<file path="src/rtl/m_reg_bank.sv">
// Bank of DEPTH x WIDTH registers: one operate-style write port, two registered read ports.
// Define M_REG_BANK_BYPASS_EN to forward a same-cycle write result to the read ports.
module m_reg_bank #(
  parameter int              WIDTH     = 8,
  parameter int              DEPTH     = 8,
  parameter logic [WIDTH-1:0] RESET_VAL = '0,
  localparam int             AW        = $clog2(DEPTH)
) (
  input  logic             clk,
  input  logic             reset,
  input  logic             wr_en,
  input  logic [AW-1:0]    wr_addr,
  input  logic [2:0]       wr_op,
  input  logic [WIDTH-1:0] wr_data,
  input  logic             serial_in,
  input  logic [AW-1:0]    rd_addr_a,
  output logic [WIDTH-1:0] rd_data_a,
  input  logic [AW-1:0]    rd_addr_b,
  output logic [WIDTH-1:0] rd_data_b,
  output logic             wrap,
  output logic             addr_err
);

  typedef enum logic [2:0] {
    OP_HOLD = 3'd0,
    OP_LOAD = 3'd1,
    OP_SHL  = 3'd2,
    OP_SHR  = 3'd3,
    OP_INC  = 3'd4,
    OP_DEC  = 3'd5,
    OP_CLR  = 3'd6,
    OP_OR   = 3'd7
  } op_e;

  localparam logic [AW:0] DEPTH_W = (AW+1)'(DEPTH);

  logic [WIDTH-1:0] regs [DEPTH];

  logic             wr_vld_p0;
  logic             wr_chg_p0;
  logic [WIDTH-1:0] wr_old_p0;
  logic [WIDTH-1:0] wr_new_p0;
  logic             wrap_p0;
  logic [WIDTH-1:0] rd_a_p0;
  logic [WIDTH-1:0] rd_b_p0;

  function automatic logic addr_ok(input logic [AW-1:0] a);
    return ({1'b0, a} < DEPTH_W);
  endfunction

  // Address decode by comparison so non-power-of-2 depths never index past the array.
  function automatic logic [WIDTH-1:0] reg_at(input logic [AW-1:0] a);
    logic [WIDTH-1:0] res;
    res = '0;
    for (int i = 0; i < DEPTH; i++) begin
      if (a == AW'(i)) res = regs[i];
    end
    return res;
  endfunction

  // Returns {wrap, new_value}; wrap flags a modular roll-over or a shifted-out one.
  function automatic logic [WIDTH:0] apply_op(input logic [2:0] op,
                                              input logic [WIDTH-1:0] r,
                                              input logic [WIDTH-1:0] d,
                                              input logic si);
    logic [WIDTH:0] res;
    case (op_e'(op))
      OP_LOAD: res = {1'b0, d};
      OP_SHL:  res = {r[WIDTH-1], r[WIDTH-2:0], si};
      OP_SHR:  res = {r[0], si, r[WIDTH-1:1]};
      OP_INC:  res = {&r, r + WIDTH'(1)};
      OP_DEC:  res = {~|r, r - WIDTH'(1)};
      OP_CLR:  res = '0;
      OP_OR:   res = {1'b0, r | d};
      default: res = {1'b0, r};
    endcase
    return res;
  endfunction

  function automatic logic [WIDTH-1:0] rd_next(input logic [AW-1:0] a);
`ifdef M_REG_BANK_BYPASS_EN
    if (wr_chg_p0 && (a == wr_addr)) return wr_new_p0;
`endif
    return reg_at(a);
  endfunction

  // p0: combinational operate and read selection
  always_comb begin
    wr_vld_p0 = wr_en && addr_ok(wr_addr);
    wr_chg_p0 = wr_vld_p0 && (wr_op != OP_HOLD);
    wr_old_p0 = reg_at(wr_addr);
    {wrap_p0, wr_new_p0} = apply_op(wr_op, wr_old_p0, wr_data, serial_in);
    rd_a_p0   = rd_next(rd_addr_a);
    rd_b_p0   = rd_next(rd_addr_b);
  end

  // p1: register bank update and registered outputs
  always_ff @(posedge clk or posedge reset) begin
    if (reset) begin
      for (int i = 0; i < DEPTH; i++) regs[i] <= RESET_VAL;
      rd_data_a <= '0;
      rd_data_b <= '0;
      wrap      <= 1'b0;
      addr_err  <= 1'b0;
    end else begin
      for (int i = 0; i < DEPTH; i++) begin
        if (wr_chg_p0 && (wr_addr == AW'(i))) regs[i] <= wr_new_p0;
      end
      rd_data_a <= rd_a_p0;
      rd_data_b <= rd_b_p0;
      wrap      <= wr_vld_p0 && wrap_p0;
      addr_err  <= wr_en && !addr_ok(wr_addr);
    end
  end

endmodule
</file>
<file path="config.mk">
export PLATFORM = sky130hd
export DESIGN_NAME = m_reg_bank
export DESIGN_NICKNAME = d
export VERILOG_FILES = /design/src/rtl/m_reg_bank.sv
export SDC_FILE = /design/constraint.sdc
export NUM_CORES = 1
export LEC_CHECK = 0
export CAP_MARGIN = 5
export CORE_MARGIN = 1
export CORE_UTILIZATION = 54
export CTS_CLUSTER_DIAMETER = 40
export DETAILED_ROUTE_END_ITERATION = 16
export PLACE_DENSITY = 0.86
export SLEW_MARGIN = 25
export SYNTH_ARGS = -nofsm -noshare
export SYNTH_HDL_FRONTEND = slang
export SYNTH_SLANG_ARGS = --single-unit
</file>
<file path="constraint.sdc">
create_clock -name clk -period 2.6 [get_ports clk]
set_input_delay 0.52 -clock clk [delete_from_list [all_inputs] [get_ports clk]]
set_output_delay 0.52 -clock clk [all_outputs]
set_load 0.01 [all_outputs]
</file>
==> results of run 1 <==
==> metal layers <==
layer  vias up  part of all wire [%]
met4         0                   4.3
met2       391                    47
met3        80                   9.1
met1      2938                    40
li1       2615                     -
met5         -                     0
==> where the power goes <==
part,internal (mW),switching [mW]
Combinational,1.46,1.30
Clock,0.398,0.488
Sequential,1.62,0.302
==> stage by stage <==
stage / power, mW / std cells
finish: 5.57 / 924
global route: 5.81 / 924
CTS: 5.37 / 915
detailed placement: 4.39 / 895
global placement: 4.27 / 895
floorplan: 3.20 / 602
==> cell families (layout without fill, tap and decap cells) <==
| group | after synthesis | count (layout) | synth area share (%) |
|---|---|---|---|
| simple gates | 195 | 195 | 16.1 |
| compound gates | 187 | 187 | 22.9 |
| other cells | 1 | 1 | 0.0661 |
| fa+ha+maj | 8 | 8 | 1.90 |
| buf+inv | 58 | 244 | 6.26 |
| mux | 70 | 70 | 16.7 |
| flops | 81 | 81 | 35.7 |
| xor+xnor | 2 | 2 | 0.309 |
==> final cells by class <==
class                   instances  area (um^2)  share of cell area [%]
repair buffers                208         1800                    23.1
clock buffers                  12          155                    1.98
multi-input cells             463         3550                    45.4
inverters                      20         86.3                    1.10
flip-flops and latches         81         2030                    25.9
clock inverters                 4         27.5                   0.352
well taps                     136          170                    2.18
==> worst max-delay path: stages <==
cell	delay (ns)
buf_6	0.12
buf_12	0.14
mux2i_2	0.17
mux4_2	0.51
inv_2	0.11
ha_4	0.20
a21o_1	0.19
a31oi_4	0.17
o21ai_2	0.10
o41ai_4	0.40
mux2i_2	0.27
buf_6	0.15
a31oi_1	0.08
==> layout by cell type (no fill, tap or decap), types with 15 or more instances in the layout <==
cell type,instances
a21oi_1,34
a31oi_1,24
buf_4,151
clkdlybuf4s50_1,37
dfrtp_1,81
mux2i_1,30
mux4_2,18
nand2_1,41
nand3_1,16
nor2_1,83
o211ai_1,15
o21ai_0,29
==> how the worst min path moves through the flow <==
stage,endpoint,start,depth (start not counted),slack (ns)
3_5_place_dp,rd_data_b[5]$_DFF_PP0_,regs[5]$_DFFE_PP0P_,1,0.57
2_1_floorplan,rd_data_a[6]$_DFF_PP0_,regs[6]$_DFFE_PP0P_,2,0.48
4_1_cts,rd_data_b[1]$_DFF_PP0_,reset,2,0.38
6_report,rd_data_b[1]$_DFF_PP0_,reset,2,0.38
3_3_place_gp,regs[13]$_DFFE_PP0P_,regs[13]$_DFFE_PP0P_,2,0.56
5_1_grt,rd_data_b[1]$_DFF_PP0_,reset,2,0.38
==> state kept, by name, indices dropped and copies added, names as in the netlist <==
register   cells
wrap           1
rd_data_a      8
rd_data_b      8
regs          64
==> repair_timing <==
action | in CTS | in global routing
setup buffers | 3 | 9
gates cloned | 1 | 0
setup endpoints to repair | 60 | 43
gates resized for setup | 33 | 21
endpoints found under the hold margin | 0 | 0
pin swaps | 13 | 22
==> reports/metrics.cfg, run 1 <==
[worst_setup_path]
r2r_cells = 12
timing.rr.start = regs[9]$_DFFE_PP0P_
cp_data_required_time_ns = 2.86
r2r_slack_ns = -0.27
start_kind = input port
cp.arrival_ns = 3.15
crit_path_end = regs[31]$_DFFE_PP0P_
end_kind = flop
crit_path_max_fanout = 8
criticalPathCategory = input port to flop
r2r_end = regs[31]$_DFFE_PP0P_
crit_start = wr_addr[2]

[timing]
timing.final.ws_setup_ns = -0.294
slew_headroom_pct = 44.6
fin_setup_tns_ns = -7.88
final-hold-violation-count = 0
rsz0062_at_grt = true
finalCritPeriodShare_pct = 111
max_freq_ghz = 0.346
finalCriticalPeriod_ns = 2.89
slew_violations = 0
whs_ns = 0.384
setup_violations = 40
tightestPinTransition_ns = 0.832
fin_skew_ns = 0.00856

[cells_and_area]
final_nets = 815
diodes = 0
utilization_pct = 76.1
area_delta_synth_final_pct = 37.8
drive_gt1_share_pct = 34.4
fill_cells = 655
design_area_um2 = 7820

[power]
powerDensity_nw_per_um2 = 712
max-vdd-ir-drop_mv = 0.314
p_leak_nw = 3.40

[yosys]
syn_inst = 602
synth_nets = 634
yosys-top-cells-count = 84 x nor2_1, 81 x dfrtp_1, 41 x nand2_1
synth_edf_count = 0
yosysMostFrequentCell = nor2_1
synth_largest_area_cell = dfrtp_1
yosys.area.top_type_share_pct = 35.7
synth_area_per_cell_um2 = 9.43
synthFlopType = dfrtp_1
yosysSeqAreaShare_pct = 35.7
synth-seq-cells = 81
syn_area_um2 = 5680
synth.area.top_cells = dfrtp_1 36%, mux4_2 7.1%, mux2i_1 6.2%, nor2_1 5.6%, o21ai_0 3.4%
ys_async_sr_fraction_pct = 100
yosysWarnings = 0
yosys.cell_types.count = 73

[global_routing]
grt_pass1_vias = 5810
track_usage_pct = 36.9
met3_usage_pct = 7.89
antenna_found_initial = 0
grt_pass1_wl_um = 30900
grt_max_degree = 52
grt-ovfl-total = 0
busiest_layer = met2
grtUsageMet2_pct = 58.7
use_met1_pct = 47.9

[floorplan]
die_h_um = 105
die_area_um2 = 10900
coreArea_um2 = 10300
io-pin-count = 42
row_count = 37
die_x_um = 105
initial_core_util_pct = 55.2

[route]
antenna_left = 0
drt-pass1-iter-count = 5
num_vias = 6024
wire_per_inst_um = 21.4
drc = 0
vias_per_cell = 6.52
first_iter_violations = 647
wl_um = 19800

[status]
run_status = complete, but fails checks
violations = setup timing

[clocking]
hold_buffers = 0
insertion_delay_ns = 0.37
cts.sinks = 81
clock_tree.root_cell = clkbuf_8
clk_pin_slew_ns = 0.09
htreeDepth = 3
cts_tree = done
cts-buffers-inserted = 9
cts_buffer_depth = 2

[flow_run]
drv_cap = 0

[placed_design]
post-place-ws_ns = -1.14
placed_area_um2 = 7310
numPortBuffers = 40
dp.final_hpwl_um = 14500
gp_congestion = 0.984

[worst_hold_path]
hold_class = input port to asynchronous set/reset pin

(Power assumes the default switching activity.)
==> run 2: changes to the inputs <==
--- a/config.mk
+++ b/config.mk
@@ -10,6 +10,7 @@
 export CORE_UTILIZATION = 54
 export CTS_CLUSTER_DIAMETER = 40
 export DETAILED_ROUTE_END_ITERATION = 16
+export GPL_TIMING_DRIVEN = 1
 export PLACE_DENSITY = 0.86
 export SLEW_MARGIN = 25
 export SYNTH_ARGS = -nofsm -noshare
==> results of run 2 <==
Final layout, timing and power as in run 1 (identical DEF).
==> run 3: changes to the inputs <==
--- a/config.mk
+++ b/config.mk
@@ -5,13 +5,15 @@
 export SDC_FILE = /design/constraint.sdc
 export NUM_CORES = 1
 export LEC_CHECK = 0
+export ABC_AREA = 1
 export CAP_MARGIN = 5
 export CORE_MARGIN = 1
-export CORE_UTILIZATION = 54
+export CORE_UTILIZATION = 53
 export CTS_CLUSTER_DIAMETER = 40
 export DETAILED_ROUTE_END_ITERATION = 16
 export GPL_TIMING_DRIVEN = 1
 export PLACE_DENSITY = 0.86
+export SETUP_SLACK_MARGIN = 0.05
 export SLEW_MARGIN = 25
 export SYNTH_ARGS = -nofsm -noshare
 export SYNTH_HDL_FRONTEND = slang
==> reports/metrics.cfg, run 3 <==
[timing]
timing.final.ws_setup_ns = -0.276  ; +0.0176 ns
max_freq_ghz = 0.348  ; +0.61%
finalCritPeriodShare_pct = 111  ; -0.68 points
rsz0062_at_grt = true
fin_skew_ns = 0.0282  ; +0.0196 ns
slew_violations = 0  ; unchanged
tightestPinTransition_ns = 0.933  ; +0.102 ns
slew_headroom_pct = 37.3  ; -7.3 points
final-hold-violation-count = 0  ; unchanged
finalCriticalPeriod_ns = 2.88  ; -0.0176 ns
setup_violations = 25  ; -38%

[yosys]
yosysMostFrequentCell = nand2_1
syn_area_um2 = 5140  ; -9.4%
synth_edf_count = 0  ; unchanged
synth_nets = 762  ; +20%
synth_area_per_cell_um2 = 7.04  ; -25%
syn_inst = 730  ; +21%
yosys.area.top_type_share_pct = 39.4  ; +3.7 points
synthFlopType = dfrtp_1
yosys.cell_types.count = 41  ; -44%
ys_async_sr_fraction_pct = 100  ; unchanged
synth_largest_area_cell = dfrtp_1
yosysSeqAreaShare_pct = 39.4  ; +3.7 points
yosysWarnings = 0  ; unchanged
synth.area.top_cells = dfrtp_1 39%, nand2_1 17%, nand3_1 6.7%, inv_1 6.2%, nor2_1 3.4%
yosys-top-cells-count = 237 x nand2_1, 85 x inv_1, 81 x dfrtp_1
synth-seq-cells = 81  ; unchanged

[floorplan]
die_x_um = 100  ; -3.9%
initial_core_util_pct = 55.1  ; -0.11 points
io-pin-count = 42  ; unchanged
coreArea_um2 = 9330  ; -9.2%
die_h_um = 100  ; -3.9%
die_area_um2 = 10100  ; -7.6%
row_count = 35  ; -5.4%

[route]
wl_um = 21000  ; +6.0%
num_vias = 6551  ; +8.7%
drc = 0  ; unchanged
first_iter_violations = 976  ; +51%
wire_per_inst_um = 20.1  ; -6.4%
drt-pass1-iter-count = 7  ; +2
vias_per_cell = 6.26  ; -3.9%
antenna_left = 0  ; unchanged

[clocking]
cts.sinks = 81  ; unchanged
clk_pin_slew_ns = 0.09  ; about the same
insertion_delay_ns = 0.38  ; about the same
cts_tree = done
cts_buffer_depth = 2  ; unchanged
clock_tree.root_cell = clkbuf_8
htreeDepth = 3  ; unchanged
cts-buffers-inserted = 9  ; unchanged
hold_buffers = 0  ; unchanged

[worst_setup_path]
cp_data_required_time_ns = 2.86  ; about the same
criticalPathCategory = input port to flop
path_cells = buf_6, buf_4, nand3_2, inv_2, a21oi_1, nand4_1, nand2_2, clkinv_4, ha_4, a21oi_2, nand2_2, a21oi_2, o21ai_2, or2_4, nand3_2, nand2_2, a21oi_4, nand3_4, nand3_2, nand2_1
crit_path_max_fanout = 8  ; unchanged
end_kind = flop
cp.arrival_ns = 3.13  ; -0.02 ns
start_kind = input port
slowest_stage = ha_4
slowest_delay_ns = 0.25  ; -0.26 ns

[placed_design]
gp_congestion = 1.08  ; +9.4%
dp.cells = 1010  ; +13%
dp.final_hpwl_um = 14600  ; +0.71%
numPortBuffers = 40  ; unchanged
post-place-ws_ns = -1.09  ; +0.0514 ns

[cells_and_area]
drive_gt1_share_pct = 31.1  ; -3.3 points
top_register = regs
area_delta_synth_final_pct = 46.5
diodes = 0  ; unchanged
final_nets = 944  ; +16%
layout_common_cells = 220 x nand2_1, 119 x buf_4, 81 x dfrtp_1
largest_reg_flops = 64  ; unchanged
final_common_cell = nand2_1
utilization_pct = 80.8  ; +4.7 points
stdcell_count = 1046  ; +13%
reg_top3 = regs x64, rd_data_a x8, rd_data_b x8

[status]
run_status = complete, but fails checks
violations = setup timing

[global_routing]
track_usage_pct = 40.6  ; +3.7 points
grt_max_degree = 82  ; +58%
grt-ovfl-total = 0  ; unchanged
grt_pass1_wl_um = 30800  ; -0.29%
antenna_found_initial = 0  ; unchanged
grt_pass1_vias = 6103  ; +5.0%

[power]
powerDensity_nw_per_um2 = 637  ; -11%
max-vdd-ir-drop_mv = 0.381  ; +21%
p_leak_nw = 3.52  ; +3.5%

[worst_hold_path]
hold_class = flop to flop

[flow_run]
drv_cap = 0  ; unchanged

run 3: routing by layer:
layer / wire, um / vias up / global-route usage [%]
li1: - / 2811 / -
met1: 7460 / 3023 / 49.4
met2: 9660 / 552 / 66.1
met3: 2420 / 165 / 9.78
met4: 1450 / 0 / 23.1
met5: 0 / - / 0
run 3: power by group:
group          switching, mW  total (mW)  internal (mW)
clock                  0.563        1.03          0.462
sequential             0.258        1.81           1.55
combinational           1.10        1.96          0.856
total                   1.92        4.80           2.87
run 3: area by class of cell:
class                   count  area [um^2]
multi-input cells         543         3220
flip-flops and latches     81         2030
fillers                   607         1790
repair buffers            174         1490
inverters                 103          423
well taps                 129          161
clock buffers               9          124
clock inverters             7         88.8
run 3: timing repair:
action,CTS,global route
setup endpoints to repair,56,55
hold endpoints to repair,0,0
gates resized for setup,77,64
buffers inserted,13,11
pin swaps,45,40
run 3: path summary, 6_finish.rpt:
check,end,slack [ns],cells after the start,from
min in group asynchronous,regs[40]$_DFFE_PP0P_,0.56,3,reset
worst min register to register,rd_data_b[6]$_DFF_PP0_,0.51,2,regs[6]$_DFFE_PP0P_
worst min-delay path,rd_data_b[6]$_DFF_PP0_,0.51,2,regs[6]$_DFFE_PP0P_
worst max register to register,regs[14]$_DFFE_PP0P_,-0.25,18,regs[51]$_DFFE_PP0P_
max in group asynchronous,rd_data_b[4]$_DFF_PP0_,1.63,3,reset
worst max-delay path,regs[14]$_DFFE_PP0P_,-0.28,20,wr_addr[2]
run 3: per-stage QoR:
| step | hold WS [ns] | instance area, um^2 | TNS, ns | total power, mW |
|---|---|---|---|---|
| global route | 0.540 | 7530 | -8.07 | 4.97 |
| global placement | 0.465 | 6690 | -47.84 | 3.40 |
| CTS | 0.490 | 7260 | -1.21 | 4.54 |
| detailed placement | 0.465 | 6690 | -50.53 | 3.45 |
| floorplan | 0.449 | 5280 | -1.97 | 2.59 |
| finish | 0.513 | 7530 | -4.38 | 4.80 |
run 3: cells by family after synthesis:
logic type,synth area share [%]
DFF,39.4
AOI/OAI and AO/OA,15.3
other,0.0729
buffers and inverters,8.03
adders and majority gates,2.09
and+or+nand+nor,35.1
run 3: worst max-delay path: cells and delay by family:
| family | cells | cell delay, ns |
|---|---|---|
| compound gates | 5 | 0.71 |
| buf+inv | 4 | 0.41 |
| simple gates | 10 | 1.23 |
| fa+ha+maj | 1 | 0.25 |
